`src/rtl/execute_stage.sv`:
```
// Execute stage: operand select, single-cycle ALU, iterative shift-add multiply,
// branch/jump resolution, registered XM outputs. Optional: MUL_EARLY_EXIT_EN.
module execute_stage #(
    parameter int         WIDTH   = 32,
    parameter logic [2:0] NOOP_OP = 3'h1
) (
    input  logic             clk,
    input  logic             rst,
    input  logic             in_valid,
    input  logic [WIDTH-1:0] pc_value,
    input  logic [WIDTH-1:0] read_data_0,
    input  logic [WIDTH-1:0] read_data_1,
    input  logic [WIDTH-1:0] immediate,
    input  logic [2:0]       alu_op,
    input  logic             alu_src,
    input  logic             branch,
    input  logic             jump,
    input  logic             reg_dst,
    input  logic [4:0]       rt_addr,
    input  logic [4:0]       rd_addr,
    input  logic [3:0]       ctrl_in,
    output logic             stall,
    output logic             out_valid,
    output logic [WIDTH-1:0] alu_result,
    output logic [WIDTH-1:0] store_data,
    output logic [4:0]       write_addr,
    output logic [3:0]       ctrl_out,
    output logic             branch_taken,
    output logic [WIDTH-1:0] branch_target
);

    localparam logic [2:0] OP_ADD = 3'h0;
    localparam logic [2:0] OP_SUB = 3'h2;
    localparam logic [2:0] OP_AND = 3'h3;
    localparam logic [2:0] OP_OR  = 3'h4;
    localparam logic [2:0] OP_SLT = 3'h5;
    localparam logic [2:0] OP_MUL = 3'h6;
    localparam logic [2:0] OP_XOR = 3'h7;
    localparam int         CW     = $clog2(WIDTH) + 1;

    typedef enum logic [1:0] {IDLE, BUSY, DONE} state_t;

    state_t            state, next_state;
    logic [WIDTH-1:0]  mcand, mplier, acc;
    logic [CW-1:0]     cnt;

    logic [2:0]        eff_op;
    logic              is_mul;
    logic [WIDTH-1:0]  op_b;
    logic [WIDTH-1:0]  alu_c;
    logic [4:0]        wr_addr_c;
    logic [3:0]        ctrl_c;
    logic              redirect_c;
    logic [WIDTH-1:0]  target_c;
    logic              last_step;

    always_comb begin
        eff_op     = in_valid ? alu_op : NOOP_OP;
        is_mul     = (eff_op == OP_MUL);
        op_b       = alu_src ? immediate : read_data_1;
        wr_addr_c  = reg_dst ? rd_addr : rt_addr;
        ctrl_c     = {ctrl_in[3:2], ctrl_in[1] & (wr_addr_c != 5'd0), ctrl_in[0]};
        redirect_c = jump | (branch & (read_data_0 == read_data_1));
        target_c   = jump ? {pc_value[WIDTH-1:28], immediate[25:0], 2'b00}
                          : pc_value + (immediate << 2);
        alu_c      = '0;
        case (eff_op)
            OP_ADD:  alu_c = read_data_0 + op_b;
            OP_SUB:  alu_c = read_data_0 - op_b;
            OP_AND:  alu_c = read_data_0 & op_b;
            OP_OR:   alu_c = read_data_0 | op_b;
            OP_SLT:  alu_c = ($signed(read_data_0) < $signed(op_b)) ? WIDTH'(1) : '0;
            OP_XOR:  alu_c = read_data_0 ^ op_b;
            default: alu_c = '0;
        endcase
    end

`ifdef MUL_EARLY_EXIT_EN
    // Remaining multiplier bits all zero: further steps cannot change acc.
    assign last_step = (cnt == CW'(WIDTH - 1)) || ((mplier >> 1) == '0);
`else
    assign last_step = (cnt == CW'(WIDTH - 1));
`endif

    always_ff @(posedge clk or posedge rst) begin
        if (rst) state <= IDLE;
        else     state <= next_state;
    end

    always_comb begin
        next_state = state;
        case (state)
            IDLE:    if (is_mul) next_state = BUSY;
            BUSY:    if (last_step) next_state = DONE;
            DONE:    next_state = IDLE;
            default: next_state = IDLE;
        endcase
    end

    // Reset forces the stall low even if a MUL is still presented upstream.
    always_comb begin
        stall = ~rst & (((state == IDLE) & is_mul) | (state == BUSY));
    end

    always_ff @(posedge clk or posedge rst) begin
        if (rst) begin
            mcand  <= '0;
            mplier <= '0;
            acc    <= '0;
            cnt    <= '0;
        end else if (state == IDLE && is_mul) begin
            mcand  <= read_data_0;
            mplier <= op_b;
            acc    <= '0;
            cnt    <= '0;
        end else if (state == BUSY) begin
            if (mplier[0]) acc <= acc + mcand;
            mcand  <= mcand << 1;
            mplier <= mplier >> 1;
            cnt    <= cnt + CW'(1);
        end
    end

    always_ff @(posedge clk or posedge rst) begin
        if (rst) begin
            out_valid     <= 1'b0;
            alu_result    <= '0;
            store_data    <= '0;
            write_addr    <= '0;
            ctrl_out      <= '0;
            branch_taken  <= 1'b0;
            branch_target <= '0;
        end else if (state == DONE) begin
            // Product retires with control taken from the still-held MUL inputs.
            out_valid     <= 1'b1;
            alu_result    <= acc;
            store_data    <= read_data_1;
            write_addr    <= wr_addr_c;
            ctrl_out      <= ctrl_c;
            branch_taken  <= 1'b0;
            branch_target <= '0;
        end else if (state == BUSY || is_mul || eff_op == NOOP_OP) begin
            out_valid     <= 1'b0;
            alu_result    <= '0;
            store_data    <= '0;
            write_addr    <= '0;
            ctrl_out      <= '0;
            branch_taken  <= 1'b0;
            branch_target <= '0;
        end else begin
            out_valid     <= 1'b1;
            alu_result    <= alu_c;
            store_data    <= read_data_1;
            write_addr    <= wr_addr_c;
            ctrl_out      <= ctrl_c;
            branch_taken  <= redirect_c;
            branch_target <= redirect_c ? target_c : '0;
        end
    end

endmodule

```
`config.mk`:
```
export PLATFORM = sky130hd
export DESIGN_NAME = execute_stage
export DESIGN_NICKNAME = d
export VERILOG_FILES = /design/src/rtl/execute_stage.sv
export SDC_FILE = /design/constraint.sdc
export NUM_CORES = 1
export LEC_CHECK = 0
export BUFFER_PORTS_ARGS = -buffer_cell sky130_fd_sc_hd__buf_2
export CAP_MARGIN = 20
export CORE_MARGIN = 8
export CORE_UTILIZATION = 25
export CTS_CLUSTER_DIAMETER = 80
export DETAILED_ROUTE_END_ITERATION = 16
export GPL_ROUTABILITY_DRIVEN = 1
export HOLD_SLACK_MARGIN = 0.05
export SLEW_MARGIN = 20
export SYNTH_ARGS = -nofsm -noshare
export SYNTH_HDL_FRONTEND = slang
export SYNTH_SLANG_ARGS = --single-unit
export TNS_END_PERCENT = 100
```
`constraint.sdc`:
```
create_clock -name clk -period 9.8 [get_ports clk]
set_input_delay 0.49 -clock clk [delete_from_list [all_inputs] [get_ports clk]]
set_output_delay 0.49 -clock clk [all_outputs]
set_load 0.1 [all_outputs]
```
# [Yosys cells after proc, flatten, opt, wreduce, memory -nomap -nowiden]
# Index checks and enable logic that the tools add are counted.
[classes] n_reduce_logical=10 bitwise_logic=10 add_sub_neg=5 muxes=33 n_lt_le_gt_ge=1 eq_ne=13
[ops] op="$mux 32" n=16
[ops] op="$pmux 32 s6" n=1
[ops] op="$add 32x32->32" n=3
[ops] op="$and 32x32->32" n=1
[ops] op="$eq 32x32->1" n=1
[ops] op="$lt 32x32->1" n=1
[ops] op="$or 32x32->32" n=1
[ops] op="$sub 32x32->32" n=1
[ops] op="$xor 32x32->32" n=1
[ops] op="$mux 5" n=3
[ops] op="$eq 3x3->1 const B" n=4
[ops] op="$mux 6" n=2
[ops] op="$mux 4" n=2
[ops] op="$add 6x1->6 const B" n=1
[ops] op="$eq 3x2->1 const B" n=2
[ops] op="$eq 6x5->1 const B" n=1
[ops] op="$mux 1" n=5
[ops] op="$reduce_bool 5->1" n=1
[ops] op="$and 1x1->1" n=4
[ops] op="$mux 2" n=2
[ops] op="$ne 2x2->1 const B" n=2
[ops] op="$pmux 2 s2" n=1
[ops] op="$reduce_and 2->1" n=2
[ops] op="$reduce_bool 2->1" n=2
[ops] op="other kinds (10)" n=12
[word_totals] input_bits=152 ff_bits=211 out_inout_bits=108 word_cells=84

# [Longest topological paths before layout]
[logic_depth] word_depth=6 ltp_mapped=16 depth_no_buf=14

# [Worst setup path before layout]
# No wires, ideal clock.
[synth_path] kind="input -> register" from="input port alu_src" to="register alu_result[30]" setup_ns=0.126 cell_stages=13 arrival_ns=3.946 n_path_buf=3 required_time_ns=9.674 setup_slack_ns=5.728 path_cell_list="clkbuf_1 > clkbuf_1 > mux2i_1 > ha_1 > clkbuf_1 > nor4_2 > or2b_2 > and4b_4 > o41ai_2 > a21boi_2 > nor4_1 > or3b_1 > o32a_1"
[synth_via] elab_chain_cells=5 word_cells_on_any_way=9 classes_between="add/sub (2); mux (4); bitwise (3)"
[synth_rtl] item="start: declaration" line_no="15" source="input logic alu_src,"
[synth_rtl] item="$mux 32 (*)" line_no="60" source="op_b = alu_src ? immediate : read_data_1;"
[synth_rtl] item="$sub 32x32->32, or another cell as far along" line_no="69" source="OP_SUB: alu_c = read_data_0 - op_b;"
[synth_rtl] item="$pmux 32 s6 (*)" line_no="67" source="case (eff_op)"
[synth_rtl] item="$mux 32 (*)" line_no="142" source="end else if (state == BUSY || is_mul || eff_op == NOOP_OP) begin"
[synth_rtl] item="$mux 32 (*)" line_no="133" source="end else if (state == DONE) begin"
[synth_rtl] item="end signal: assignment" line_no="152" source="alu_result <= alu_c;"
[synth_rtl] item="end: declaration" line_no="24" source="output logic [WIDTH-1:0] alu_result,"
# Mark *: on every way between the ends. The rest lies on a longest branch, timed or not.
# A chain may end at the register's enable or synchronous reset.

# [Worst setup path after layout]
[layout_path] from="input port alu_src" to="register alu_result[17]"
# The elaborated chain is that of the path after synthesis.

==> impl_results.md <==
* Crit path cell chain: buf_2 -> mux2_2 -> inv_1 -> ha_1 -> a21o_1 -> a21oi_1 -> o21ai_0 -> and2_1 -> and3_1 -> o41ai_1 -> o21ai_0 -> nor3_1 -> a211oi_1 -> a221o_1
* Post-synthesis sequential area ratio at 31.0%
* Via count at 16.4k
* Root Buffer: clkbuf_16
* Setup TNS at 0 ps
* Final nets at 2,566
* Max Cap Viol at 0
* CTS clk-pin slew, worst paths at 60 ps
* IO Count at 260
* Net count after synthesis at 2,367
* Leak at 9.52 nW
* DR iter-0 viols at 1,788
* Final WL at 65,700 um
* RSZ-0062 raised after global routing: false
* Hold crit path type: in -> reg
* Synth cell types at 93
* Syn. warnings at 0
* Total global routing overflow at 0
* Critical setup path kind: in -> reg
* Fin. Hold Viols at 0
* Final Setup Violations at 0
* CP bufs+invs at 2
* Post-Route M1 WL at 29,000 um
* Reg2reg path depth at 12
* Row count at 95
* Ys async rst share at 100%
* Top_reg_cell synth: dfrtp_1
* TritonCTS Sinks at 211
* Layout cells sized above 1 at 17.2%
* H-tree Lvls at 1
* Peak VDD IR at 0.113 mV
* Post-CTS Resized at 0
* DR pass1 iterations at 6
* DR vias/cell at 5.23
* Buffers on Ports at 259
* Crit path top cell by count: o21ai_0
* Placed cells at 3,090
* Initial antenna violation count at 8
* DR DRC count at 0
* Area of the multi-input gates at 10,800 um2
* CTS tree: built
* Die Span Y at 277 um
* Worst path top cell family by delay: compound AO/OA/AOI/OAI gates
* Area growth from synthesis to layout at 17.6%
* Max Clk Rate at 235 MHz
* Levels on crit path at 14
* Per-cell routed wire length at 20.9 um
* Met3 wire length at 4910 um
* Cell Area, Synth at 17,000 um2
* Cell count after synthesis at 2,047
* Die span in x at 277 um
* CP peak stage delay at 760 ps
* Worst path arrival time at 4710 ps
* Largest net degree at the start of global routing at 83
* Max-slew headroom at 21.8%
* Hold-critical path depth at 2
* Global-route wire length before repair at 99,800 um
* WP data required at 10,260 ps
* Crit-path max FO at 32
* FF+latch area at 5290 um2
* DR top layer: met5
* Status: finished, final reports clean
* Vias in the first global route at 16.1k
* Routability cong. at 0.934
* Post-Syn Area per Cell at 8.32 um2
* Worst-Margin Slew at 1170 ps
* CTS buffer count at 26
* Postcts setup bufs at 0
* Final setup skew at 23.1 ps
* Overall routing resource usage at 16.3%
* Fin crit period at 4250 ps
* PwrDens at 203 nW/um2
* Tcrit/Tclk final at 43.4%
* Core Box Area at 67,300 um2
* Finished Layout Cells at 3,140
* Antenna Nets Post-Route at 0
* Worst-Skew Late Latency at 580 ps
* Critical path startpoint category: primary input
* Max Root-Sink Buffers at 3
* Flops & latches, synth at 211
* Final Slew Violations at 0
* Filler cells at 7,237
* Initial Utilization at 25.3%
* DP HPWL at 50,500 um
* Met2 wire length at 30,200 um
* Crit. End Element: register
* Post-synth EDFFs at 0
* Die ar. at 76,700 um2
* Slowest-stage cell, CP: buf_2
==> cell families after synthesis <==
| logic type | synth area share [%] |
|---|---|
| flip-flops | 31.0 |
| adder cells (fa/ha/maj) | 12.5 |
| multiplexers | 3.23 |
| AO/OA/AOI/OAI | 26.5 |
| buffers and inverters | 5.69 |
| AND/OR/NAND/NOR | 16.8 |
| XOR/XNOR | 4.27 |
==> Yosys cell counts (6+ instances only) <==
master | number | area, um2
a22o_1 | 11 | 96.3
nand2_1 | 211 | 792
nor3_1 | 57 | 285
a221o_1 | 6 | 60.1
mux2i_1 | 37 | 370
nor4_1 | 9 | 56.3
o31a_1 | 32 | 280
o21a_1 | 8 | 60.1
o41ai_1 | 6 | 52.6
nor3b_1 | 7 | 52.6
nor2b_1 | 12 | 75.1
mux2_2 | 16 | 180
ha_1 | 164 | 2050
a21o_1 | 39 | 293
nand4_1 | 11 | 68.8
nor2_1 | 149 | 559
a22oi_1 | 35 | 263
nand2b_1 | 17 | 106
xnor2_1 | 37 | 324
or4_1 | 6 | 45.0
a221oi_1 | 18 | 158
a21oi_1 | 174 | 871
a31oi_1 | 24 | 150
and3_1 | 13 | 81.3
o31ai_1 | 16 | 120
dfrtp_1 | 211 | 5280
o211ai_1 | 14 | 105
or2_2 | 7 | 43.8
buf_1 | 6 | 22.5
o21ai_0 | 184 | 921
a211oi_1 | 26 | 195
clkbuf_1 | 95 | 357
and2_1 | 46 | 288
xor2_1 | 46 | 403
inv_1 | 125 | 469
nand3_1 | 19 | 95.1
o22ai_1 | 16 | 100
or3_1 | 13 | 81.3
o21bai_1 | 18 | 135
a211o_1 | 7 | 61.3
a32o_1 | 6 | 60.1
==> layout make-up <==
| cell class | instances | area share, % |
|---|---|---|
| diodes | 2 | 0.0250 |
| multi-input cells | 1598 | 54.0 |
| clock buffers | 35 | 3.67 |
| repair buffers | 283 | 7.38 |
| flip-flops and latches | 211 | 26.4 |
| inverters | 126 | 2.40 |
| well taps | 873 | 5.45 |
| clock inverters | 12 | 0.693 |
==> timing repair <==
action                                  4_1_cts  5_1_grt
endpoints found under the setup margin        0        0
hold endpoints to repair                     75        0
hold buffers                                  1        0
==> report_power, final <==
part | leakage (nW) | switching, mW | internal (mW)
Sequential | 2.84 | 0.178 | 1.07
Combinational | 6.26 | 1.24 | 0.568
Clock | 0.417 | 0.423 | 0.580
==> metal layers <==
layer / vias up / track usage [%]
li1: 7744 / -
met1: 7890 / 21.6
met2: 680 / 27.0
met3: 99 / 3.02
met4: 8 / 3.88
met5: - / 0
==> state kept, by name, summed over array words and instances, names as in the netlist, 5 cells and up <==
register / cells
branch_target: 32
cnt: 6
mcand: 32
write_addr: 5
acc: 32
store_data: 32
alu_result: 32
mplier: 32
==> per-stage QoR <==
stage               setup slack, ps  cell area [um2]  utilization [%]  total power [mW]  hold WS [ps]
finish                         5550            20000             29.8              4.06           142
global route                   5340            20000             29.8              4.31           142
CTS                            5660            20000             29.8              4.08           109
detailed placement             5040            19100             28.5              3.05           474
global placement               5130            19100             28.5              3.04           469
floorplan                      3540            17000                -              2.58           450
==> cell usage in the layout, fill, tap and decap left out, drive strengths merged, types with 13 or more instances in the layout <==
cell type and instances:
a211oi 27, a21o 40, a21oi 174, a221oi 19, a22oi 35, a31oi 24, and2 46, and3 14
buf 282, clkbuf 35, dfrtp 211, ha 164, inv 127, mux2 16, mux2i 37, nand2 211
nand2b 17, nand3 19, nor2 149, nor2b 13, nor3 57, o211ai 15, o21ai 185, o21bai 18
o22ai 16, o31a 32, o31ai 17, or3 16, xnor2 37, xor2 46
==> worst paths after layout <==
kind / start / endpoint / slack (ps)
setup / recovery: alu_src / alu_result[17] / 5550
hold / removal: ctrl_in[0] / ctrl_out[0] / 140
setup reg to reg: acc[0] / acc[30] / 6330
hold reg to reg: mplier[22] / mplier[22] / 480
max in group asynchronous: rst / state[0] / 7810
min in group asynchronous: rst / store_data[31] / 560
Note: power is estimated with default switching activity, not from simulation.
